--- config.mk ---
export PLATFORM = sky130hd
export DESIGN_NAME = ldm_stm_seq
export DESIGN_NICKNAME = d
export VERILOG_FILES = /design/src/rtl/ldm_stm_pkg.sv /design/src/rtl/lsb_prio_enc16.sv /design/src/rtl/ldm_stm_seq.sv
export SDC_FILE = /design/constraint.sdc
export NUM_CORES = 1
export LEC_CHECK = 0
export BUFFER_PORTS_ARGS = -buffer_cell sky130_fd_sc_hd__buf_2
export CORE_MARGIN = 2
export CORE_UTILIZATION = 35
export CTS_CLUSTER_DIAMETER = 50
export DETAILED_ROUTE_END_ITERATION = 7
export PLACE_DENSITY = 0.53
export SYNTH_ARGS = -nofsm -noshare
export SYNTH_HDL_FRONTEND = slang
export SYNTH_SLANG_ARGS = --single-unit
--- constraint.sdc ---
create_clock -name clk -period 4 [get_ports clk]
set_clock_uncertainty 0.1 [all_clocks]
set_input_delay 0.4 -clock clk [delete_from_list [all_inputs] [get_ports clk]]
set_output_delay 0.4 -clock clk [all_outputs]
set_load 0.005 [all_outputs]
--- src/rtl/ldm_stm_pkg.sv ---
// Shared types and constants for the LDM/STM transfer sequencer.
package ldm_stm_pkg;

  typedef enum logic [1:0] {
    IDLE  = 2'd0,
    XFER  = 2'd1,
    WBACK = 2'd2,
    DONE  = 2'd3
  } state_t;

  localparam int unsigned WORD_BYTES = 4;

  // Addressing modes encoded as {P,U}
  localparam logic [1:0] MODE_DA = 2'b00;
  localparam logic [1:0] MODE_IA = 2'b01;
  localparam logic [1:0] MODE_DB = 2'b10;
  localparam logic [1:0] MODE_IB = 2'b11;

endpackage

--- src/rtl/lsb_prio_enc16.sv ---
// 16-bit lowest-set-bit priority encoder.
module lsb_prio_enc16 (
  input  logic [15:0] req,
  output logic [3:0]  idx,
  output logic        valid
);

  // Scan upward and keep the first set bit found.
  always_comb begin
    idx   = '0;
    valid = 1'b0;
    for (int unsigned i = 0; i < 16; i++) begin
      if (req[i] && !valid) begin
        idx   = i[3:0];
        valid = 1'b1;
      end
    end
  end

endmodule

--- src/rtl/ldm_stm_seq.sv ---
// LDM/STM multi-register transfer sequencer between decode and the register file.
module ldm_stm_seq
  import ldm_stm_pkg::*;
#(
  parameter int unsigned DATA_W     = 32,
  parameter int unsigned WORD_BYTES = ldm_stm_pkg::WORD_BYTES
) (
  input  logic              clk,
  input  logic              rst_n,
  input  logic              en,
  input  logic              i_start,
  input  logic              i_load,
  input  logic              i_pre,
  input  logic              i_up,
  input  logic              i_wb,
  input  logic [15:0]       i_reg_list,
  input  logic [DATA_W-1:0] i_base,
  input  logic [3:0]        i_base_code,
  output logic [3:0]        o_rd_code,
  input  logic [DATA_W-1:0] i_rd_data,
  output logic              o_mem_req,
  output logic              o_mem_we,
  output logic [DATA_W-1:0] o_mem_addr,
  output logic [DATA_W-1:0] o_mem_wdata,
  input  logic              i_mem_ack,
  input  logic [DATA_W-1:0] i_mem_rdata,
  output logic              o_wr_en,
  output logic [3:0]        o_wr_code,
  output logic [DATA_W-1:0] o_wr_data,
  output logic              o_busy,
  output logic              o_done
);

  state_t            state, state_nx;
  logic              load_q, wb_q, base_in_list_q;
  logic [3:0]        base_code_q;
  logic [15:0]       mask;
  logic [DATA_W-1:0] addr, final_base;

  logic [4:0]        cnt;
  logic [DATA_W-1:0] stride, span, start_addr, end_base;
  logic [3:0]        idx;
  logic              idx_valid;
  logic [15:0]       mask_rest;
  logic              last_beat, beat_fire, start_fire;

  lsb_prio_enc16 u_enc (
    .req   (mask),
    .idx   (idx),
    .valid (idx_valid)
  );

  // Popcount of the incoming list and the derived start/final addresses.
  always_comb begin
    cnt = '0;
    for (int unsigned i = 0; i < 16; i++) begin
      cnt = cnt + 5'(i_reg_list[i]);
    end
    stride = DATA_W'(WORD_BYTES);
    span   = DATA_W'(cnt) * stride;
    unique case ({i_pre, i_up})
      MODE_IA: start_addr = i_base;
      MODE_IB: start_addr = i_base + stride;
      MODE_DA: start_addr = i_base - span + stride;
      default: start_addr = i_base - span;
    endcase
    end_base = i_up ? (i_base + span) : (i_base - span);
  end

  assign mask_rest  = mask & (mask - 16'd1);
  assign last_beat  = idx_valid && (mask_rest == '0);
  assign start_fire = en && (state == IDLE) && i_start;
  assign beat_fire  = en && (state == XFER) && i_mem_ack;

  // State register.
  always_ff @(posedge clk or negedge rst_n) begin
    if (!rst_n) state <= IDLE;
    else        state <= state_nx;
  end

  // Latched operation context, remaining mask and running address.
  always_ff @(posedge clk or negedge rst_n) begin
    if (!rst_n) begin
      load_q         <= 1'b0;
      wb_q           <= 1'b0;
      base_in_list_q <= 1'b0;
      base_code_q    <= '0;
      mask           <= '0;
      addr           <= '0;
      final_base     <= '0;
    end else if (start_fire) begin
      load_q         <= i_load;
      wb_q           <= i_wb;
      base_in_list_q <= i_reg_list[i_base_code];
      base_code_q    <= i_base_code;
      mask           <= i_reg_list;
      addr           <= start_addr;
      final_base     <= end_base;
    end else if (beat_fire) begin
      mask <= mask_rest;
      addr <= addr + stride;
    end
  end

  // Next state and outputs; en low freezes state and silences strobes.
  always_comb begin
    state_nx    = state;
    o_rd_code   = '0;
    o_mem_req   = 1'b0;
    o_mem_we    = 1'b0;
    o_mem_addr  = '0;
    o_mem_wdata = '0;
    o_wr_en     = 1'b0;
    o_wr_code   = '0;
    o_wr_data   = '0;
    o_done      = 1'b0;
    unique case (state)
      IDLE: begin
        if (i_start) state_nx = (i_reg_list == '0) ? DONE : XFER;
      end
      XFER: begin
        o_mem_req   = idx_valid;
        o_mem_we    = !load_q;
        o_mem_addr  = addr;
        o_rd_code   = idx;
        o_mem_wdata = i_rd_data;
        if (i_mem_ack) begin
          o_wr_en   = load_q;
          o_wr_code = load_q ? idx : '0;
          o_wr_data = load_q ? i_mem_rdata : '0;
          if (last_beat)
            state_nx = (wb_q && !(load_q && base_in_list_q)) ? WBACK : DONE;
        end
      end
      WBACK: begin
        o_wr_en   = 1'b1;
        o_wr_code = base_code_q;
        o_wr_data = final_base;
        state_nx  = DONE;
      end
      default: begin
        o_done   = 1'b1;
        state_nx = IDLE;
      end
    endcase
    if (!en) begin
      state_nx  = state;
      o_mem_req = 1'b0;
      o_wr_en   = 1'b0;
      o_done    = 1'b0;
    end
  end

  assign o_busy = (state != IDLE);

endmodule

==> results of run 1 <==
[worst min-delay path by stage]
| stage | startpoint | to | slack (ns) | cells past startpoint |
|---|---|---|---|---|
| 2_1_floorplan | rst_n | addr[0]$_DFFE_PN0P_ | 0.004 | 0 |
| 3_3_place_gp | addr[1]$_DFFE_PN0P_ | addr[1]$_DFFE_PN0P_ | 0.36 | 2 |
| 3_5_place_dp | addr[0]$_DFFE_PN0P_ | addr[0]$_DFFE_PN0P_ | 0.36 | 2 |
| 4_1_cts | rst_n | addr[0]$_DFFE_PN0P_ | 0.14 | 1 |
| 5_1_grt | rst_n | addr[0]$_DFFE_PN0P_ | 0.15 | 1 |
| 6_report | rst_n | addr[0]$_DFFE_PN0P_ | 0.1 | 1 |
[cell usage in the layout (no fill, tap or decap), types with 9 or more instances in the layout]
master | Yosys | final
a21oi_1 | 53 | 35
a21oi_2 | 0 | 15
a22oi_1 | 38 | 37
a31oi_1 | 15 | 12
and2_1 | 75 | 73
and3_1 | 12 | 10
buf_2 | 4 | 225
buf_4 | 1 | 166
buf_6 | 0 | 45
clkbuf_16 | 0 | 9
dfrtp_1 | 89 | 89
ha_1 | 27 | 17
inv_1 | 50 | 36
nand2_1 | 150 | 135
nand3_1 | 37 | 34
nand4_1 | 20 | 20
nor2_1 | 81 | 63
nor2_4 | 0 | 12
nor2b_1 | 43 | 41
nor3_1 | 30 | 23
nor4_1 | 21 | 11
o211ai_1 | 13 | 13
o21ai_0 | 87 | 54
o21ai_1 | 4 | 33
xnor2_1 | 77 | 56
xnor2_2 | 0 | 19
xor2_1 | 32 | 28
[through the flow]
| stage | hold WS (ns) | power (mW) |
|---|---|---|
| after global placement | 0.357 | 6.71 |
| after detailed placement | 0.360 | 6.76 |
| after global routing | 0.154 | 9.54 |
| after CTS | 0.141 | 8.13 |
| final | 0.0985 | 8.88 |
| after floorplan | 0.00441 | 4.70 |
[final cells by class]
type / count / area, µm² / area share
clock inverter: 6 / 67.6 / 0.00477
tap: 341 / 427 / 0.0301
sequential: 89 / 2230 / 0.157
clock buffer: 10 / 229 / 0.0162
multi-input combinational: 1007 / 8010 / 0.565
timing repair buffer: 443 / 2990 / 0.211
inverter: 51 / 214 / 0.0151
[cells by family (layout without fill, tap and decap cells)]
logic type,count (synthesis),count (layout),share of synthesized area
AND/OR/NAND/NOR,529,529,0.295
AO/OA/AOI/OAI,314,314,0.223
buffers and inverters,145,510,0.0588
XOR/XNOR,109,109,0.101
flip-flops,89,89,0.237
adder cells (fa/ha/maj),43,43,0.0657
multiplexers,12,12,0.0197
[sequential cells by signal, summed over array words and instances, names as in the netlist]
register	cells
state	2
mask	16
base_code_q	4
addr	32
load_q	1
base_in_list_q	1
wb_q	1
final_base	32
[power groups by stage]
stage	Sequential [mW]	Combinational, mW	Clock (mW)
CTS	1.80	5.45	0.888
finish	1.81	6.20	0.873
global placement	1.81	4.90	0
floorplan	1.61	3.10	0
global route	1.88	6.74	0.926
detailed placement	1.81	4.95	0
[per-layer routing]
layer  track usage  wire length, µm  up-vias
li1              -                -     5111
met2         0.425            17800      435
met5             0                0        -
met3        0.0388             2720       45
met1         0.403            18600     5170
met4        0.0616              870        0
[repair_timing]
item,4_1_cts,5_1_grt
setup endpoints to repair,58,58
hold endpoints to repair,0,0
setup buffers,17,23
hold buffers,0,0
gates resized for setup,131,161
pin swaps,78,83
==> results.ini, run 1 <==
[synth]
synthCells = 1241
ys_async_sr_fraction = 1.00
yosys-top-cells-count = nand2_1 (150), dfrtp_1 (89), o21ai_0 (87)
synthFlopType = dfrtp_1
synth_edf_count = 0
synth_area_leaders = dfrtp_1 (24%), xnor2_1 (7.2%), nand2_1 (6.0%), and2_1 (5.0%), o21ai_0 (4.6%)
synth-seq-cells = 89
synth_area_mm2 = 0.00941
yosys.area.top_type_share = 0.237
synth_most_common_cell = nand2_1
synth_largest_area_cell = dfrtp_1
yosysWarnings = 0
synth_cell_types = 82
avgSynthCellArea_um2 = 7.58
syn_nets = 1405
ys_seq_area_frac = 0.237

[placed_design]
place_ws_ns = -2.43
placed_area_mm2 = 0.0123
dp_hpwl_mm = 30.8
place_congestion = 0.937
portBuffers = 233
placedCellCount = 1895

[finish]
fill_cells = 2517
drive_gt1_frac = 0.431
utilization = 0.531
finalInstanceArea_mm2 = 0.0142
antenna_cells = 0
finalNonFillerCells = 1947
final_nets = 1765
areaGrowthSynthToFinish_pct = 50.5

[detailed_routing]
wire_per_inst_um = 20.5
drc_errors = 0
via_per_inst = 5.53
drtIter0Drc = 908
vias = 10800
drt-pass1-iter-count = 5
drtAntennaViolNets = 0
wl_mm = 40.0

[clock_tree]
cts_num_sinks = 89
clockBufferDepth = 2
cts-root-buf = clkbuf_16
insertion_delay_ns = 0.34
clkTransAtPathRegs_ns = 0.07
cts_buffers = 9
htree_levels = 3
cts_tree = yes

[floorplan]
io_pins = 234
die_area_mm2 = 0.0282
die_x_um = 168
rows = 60
initial_core_util = 0.353
dieHeight_um = 168
coreArea_mm2 = 0.0267

[setup_path]
rr_startpoint = state[1]$_DFFE_PN0P_
r2r_slack_ns = 0.73
timing.rr.end = addr[30]$_DFFE_PN0P_
path_buf_inv = 7
slowest_delay_ns = 0.56
cp_max_fo = 5
cp.depth = 23
reg2reg_depth = 13
endpoint = addr[22]$_DFFE_PN0P_
cp.required_ns = 4.18
cp_common_cell = fa_1
endpoint_kind = flop
startpoint = i_reg_list[7]
crit_arrival_ns = 6.10
crit_family = adder cells
path_cells = buf_8 > inv_4 > fa_1 > fa_1 > fa_2 > fa_1 > inv_2 > ha_4 > fa_2 > buf_4 > inv_1 > ha_2 > nor2_4 > buf_6 > a2111o_1 > nand4_1 > or3_4 > a211oi_4 > nand4_1 > buf_4 > xnor2_2 > o21ai_1 > o221a_2
path_class = in2reg
cpMaxStageDelayCell = fa_2
start_kind = input pin

[sta]
rsz0062_at_grt = true
post-route-period-util = 1.48
worst_pin_slew_ns = 0.948
hold_viol = 0
setup_violations = 58
relSlewSlack = 0.368
max_clock_freq_mhz = 169
drv_slew = 0
setup_tns_ns = -81.21
setup_ws_ns = -1.92
min_period_ns = 5.92

[power_and_ir_drop]
p_sw_mw = 4.03
vdd_drop_max_v = 0.000483
cellPowerDensity_mw_per_mm2 = 627
p_seq_frac = 0.203
switching_share = 0.453
p_leak_nw = 6.11
p_int_mw = 4.86
comb_power_share = 0.698
clock_power_share = 0.098

[global_routing]
grt_pass1_vias = 10100
grt_pass1_wl_mm = 60.0
antenna_found_initial = 0
grt_max_degree = 69
grtUsageTotal = 0.274
grt-ovfl-total = 0

[run_status]
status = complete, but fails checks
violations = negative setup slack

[worst_hold_path]
min_path_type = in2async

[job]
maxCapViolations = 0

Power figures use the tool's default switching activity.
==> inputs of run 2 (changes only) <==
--- a/config.mk
+++ b/config.mk
@@ -13,4 +13,5 @@
 export PLACE_DENSITY = 0.53
 export SYNTH_ARGS = -nofsm -noshare
 export SYNTH_HDL_FRONTEND = slang
+export SYNTH_HIERARCHICAL = 1
 export SYNTH_SLANG_ARGS = --single-unit
==> run 2 against run 1 <==
  * Final cell count about the same
  * Synthesized area up 1.8%
  * Count of clock-buffer cells in the layout down 1
  * Core utilization down 0.88 points
  * The run still ends with negative setup slack left
  * Combinational power down 2%
  * Global-route usage down 2.2 points
  * Power down 0.77%
  * Sequential cell count unchanged
  * First-iteration DRC count down 11%
==> results.ini, run 2 <==
[synth]
synth_area_leaders = dfrtp_1 (23%), xnor2_1 (5.5%), nand2_1 (5.4%), and2_1 (4.9%), xor2_1 (4.3%)
yosys.area.top_type_share = 0.232  ; -0.00417
synth_edf_count = 0  ; unchanged
synthFlopType = dfrtp_1
synth_most_common_cell = nand2_1
syn_nets = 1410  ; +0.36%
synthCells = 1246  ; +0.40%
synth_largest_area_cell = dfrtp_1
synth_cell_types = 89  ; +8.5%
yosysWarnings = 6  ; +6
synth_area_mm2 = 0.00958  ; +1.8%
ys_async_sr_fraction = 1.00  ; unchanged
ys_seq_area_frac = 0.232  ; -0.00417
avgSynthCellArea_um2 = 7.69  ; +1.4%
synth-seq-cells = 89  ; unchanged
yosys-top-cells-count = nand2_1 (138), dfrtp_1 (89), clkbuf_1 (82), nor2_1 (82), o21ai_0 (78)

[run_status]
violations = negative setup slack
status = complete, but fails checks

[finish]
reg.largest.list = addr (32), final_base (32), mask (16)
final_nets = 1766  ; +0.057%
layout_common_cells = buf_2 (230), buf_4 (165), nand2_1 (130)
final_common_cell = buf_2
drive_gt1_frac = 0.408  ; -0.0227
antenna_cells = 0  ; unchanged
fill_cells = 2574  ; +2.3%
finalNonFillerCells = 1948  ; +0.051%
areaGrowthSynthToFinish_pct = 47.0

[sta]
worst_pin_slew_ns = 0.989  ; +0.0410 ns
max_clock_freq_mhz = 166  ; -1.6%
rsz0062_at_grt = true
setup_ws_ns = -2.01  ; -0.0946 ns
drv_slew = 0  ; unchanged
min_period_ns = 6.01  ; +0.0946 ns
hold_viol = 0  ; unchanged
whs_ns = 0.0889  ; -0.00958 ns
setup_violations = 58  ; unchanged
post-route-period-util = 1.50  ; +0.0237
relSlewSlack = 0.341  ; -0.0274

[placed_design]
place_congestion = 0.890  ; -5.0%
portBuffers = 233  ; unchanged
placedCellCount = 1882  ; -0.69%
dp_hpwl_mm = 28.0  ; -9.1%

[clock_tree]
insertion_delay_ns = 0.37  ; +0.03 ns
htree_levels = 3  ; unchanged
cts_buffers = 9  ; unchanged
cts_tree = yes
cts-root-buf = clkbuf_16
clockBufferDepth = 2  ; unchanged
clkTransAtPathRegs_ns = 0.08  ; about the same
cts_num_sinks = 89  ; unchanged

[detailed_routing]
vias = 10700  ; -0.37%
drt-pass1-iter-count = 5  ; unchanged
wire_per_inst_um = 19.1  ; -7.0%
via_per_inst = 5.50  ; -0.42%
drtAntennaViolNets = 0  ; unchanged
drtIter0Drc = 812  ; -11%
drc_errors = 0  ; unchanged
wl_mm = 37.2  ; -6.9%

[floorplan]
die_x_um = 169  ; +0.87%
coreArea_mm2 = 0.0270  ; +1.1%
io_pins = 234  ; unchanged
rows = 60  ; unchanged
initial_core_util = 0.355  ; +0.00233
dieHeight_um = 169  ; +0.87%
die_area_mm2 = 0.0287  ; +1.8%

[setup_path]
start_kind = input pin
cp_max_fo = 8  ; +3
endpoint_kind = flop
cp.required_ns = 4.13  ; -0.05 ns
path_class = in2reg
crit_arrival_ns = 6.14  ; +0.04 ns

[power_and_ir_drop]
p_leak_nw = 6.10  ; -0.15%
cellPowerDensity_mw_per_mm2 = 626  ; -0.24%
fin_total_pwr_mw = 8.82  ; -0.77%
vdd_drop_max_v = 0.000542  ; +12%

[worst_hold_path]
min_path_type = in2async

[global_routing]
grt_pass1_wl_mm = 56.7  ; -5.6%
grt-ovfl-total = 0  ; unchanged
grt_pass1_vias = 10300  ; +2.2%
antenna_found_initial = 0  ; unchanged
grtUsageTotal = 0.252  ; -0.0216
grt_max_degree = 74  ; +7.2%

[job]
maxCapViolations = 0  ; unchanged

-- run 2: cell count changes in the layout (fill, tap and decap cells not counted), sizes merged, moves of 9 or more --
| cell | change |
|---|---|
| nand2 | -12 |
| nand3 | +9 |
| xor2 | +16 |
| nor4 | +10 |
| xnor2 | -17 |
-- run 2: logic make-up (layout without fill, tap and decap cells) --
kind of cell | Yosys count | after routing | share of synthesized area
AOI/OAI and AO/OA | 305 | 305 | 0.213
muxes | 11 | 11 | 0.0184
buffers and inverters | 145 | 506 | 0.0586
xor gates and xnor gates | 108 | 108 | 0.0995
DFF | 89 | 89 | 0.232
and+or+nand+nor | 546 | 546 | 0.315
adders and majority gates | 42 | 42 | 0.0635
-- run 2: worst max-delay path, cell delays in order --
cell and delay [ns]:
buf_8 0.09, inv_8 0.03, fa_1 0.53, fa_1 0.56
fa_2 0.46, fa_1 0.51, inv_1 0.05, ha_2 0.17
fa_2 0.57, ha_4 0.21, or2_4 0.26, a2111oi_4 0.75
o31a_1 0.22, o22ai_1 0.13, nor4_4 0.36, nand3_4 0.18
buf_4 0.18, or3_1 0.33, nand3_1 0.08, a22oi_1 0.06
-- run 2: final cells by class --
type | count | area (µm²) | area share
clock inverter | 7 | 66.3 | 0.00471
multi-input combinational | 1012 | 8010 | 0.569
clock buffer | 9 | 225 | 0.0160
inverter | 49 | 196 | 0.0139
tap | 341 | 427 | 0.0303
sequential | 89 | 2230 | 0.158
timing repair buffer | 441 | 2930 | 0.208
-- run 2: path summary, 6_finish.rpt --
check | slack, ns | depth (start not counted) | endpoint | start
max reg2reg | 0.73 | 8 | state[1]$_DFFE_PN0P_ | mask[2]$_DFFE_PN0P_
max | -2.01 | 20 | addr[26]$_DFFE_PN0P_ | i_reg_list[15]
max in group asynchronous | 2.86 | 2 | final_base[21]$_DFFE_PN0P_ | rst_n
min | 0.09 | 1 | mask[15]$_DFFE_PN0P_ | rst_n
min in group clk | 0.14 | 3 | wb_q$_DFFE_PN0P_ | i_wb
min reg2reg | 0.37 | 2 | addr[0]$_DFFE_PN0P_ | addr[0]$_DFFE_PN0P_
-- run 2: what timing repair did --
item	in CTS	in global routing
setup endpoints to repair	59	59
hold buffers	0	0
resized for setup	121	80
setup buffers	24	27
pin swaps	55	56
-- run 2: routing by layer --
metal | wire length, µm | up-vias | global-route usage
met5 | 0 | - | 0
met4 | 1280 | 0 | 0.0955
met3 | 1550 | 59 | 0.0317
met2 | 18200 | 309 | 0.438
met1 | 16100 | 5196 | 0.320
li1 | - | 5157 | -
-- run 2: power by group --
part	switching, mW	internal (mW)
registers	0.496	1.33
logic	3.04	3.06
clock network	0.454	0.441
-- run 2: stage by stage --
step | util | setup slack [ns] | setup TNS (ns) | instance area [µm²]
finish | 0.523 | -2.01 | -86.48 | 14100
global route | 0.523 | -2.21 | -95.92 | 14100
CTS | 0.500 | -1.97 | -85.69 | 13500
detailed placement | 0.462 | -2.41 | -112.65 | 12400
global placement | 0.462 | -2.47 | -112.95 | 12400
floorplan | - | -1.83 | -70.04 | 10100
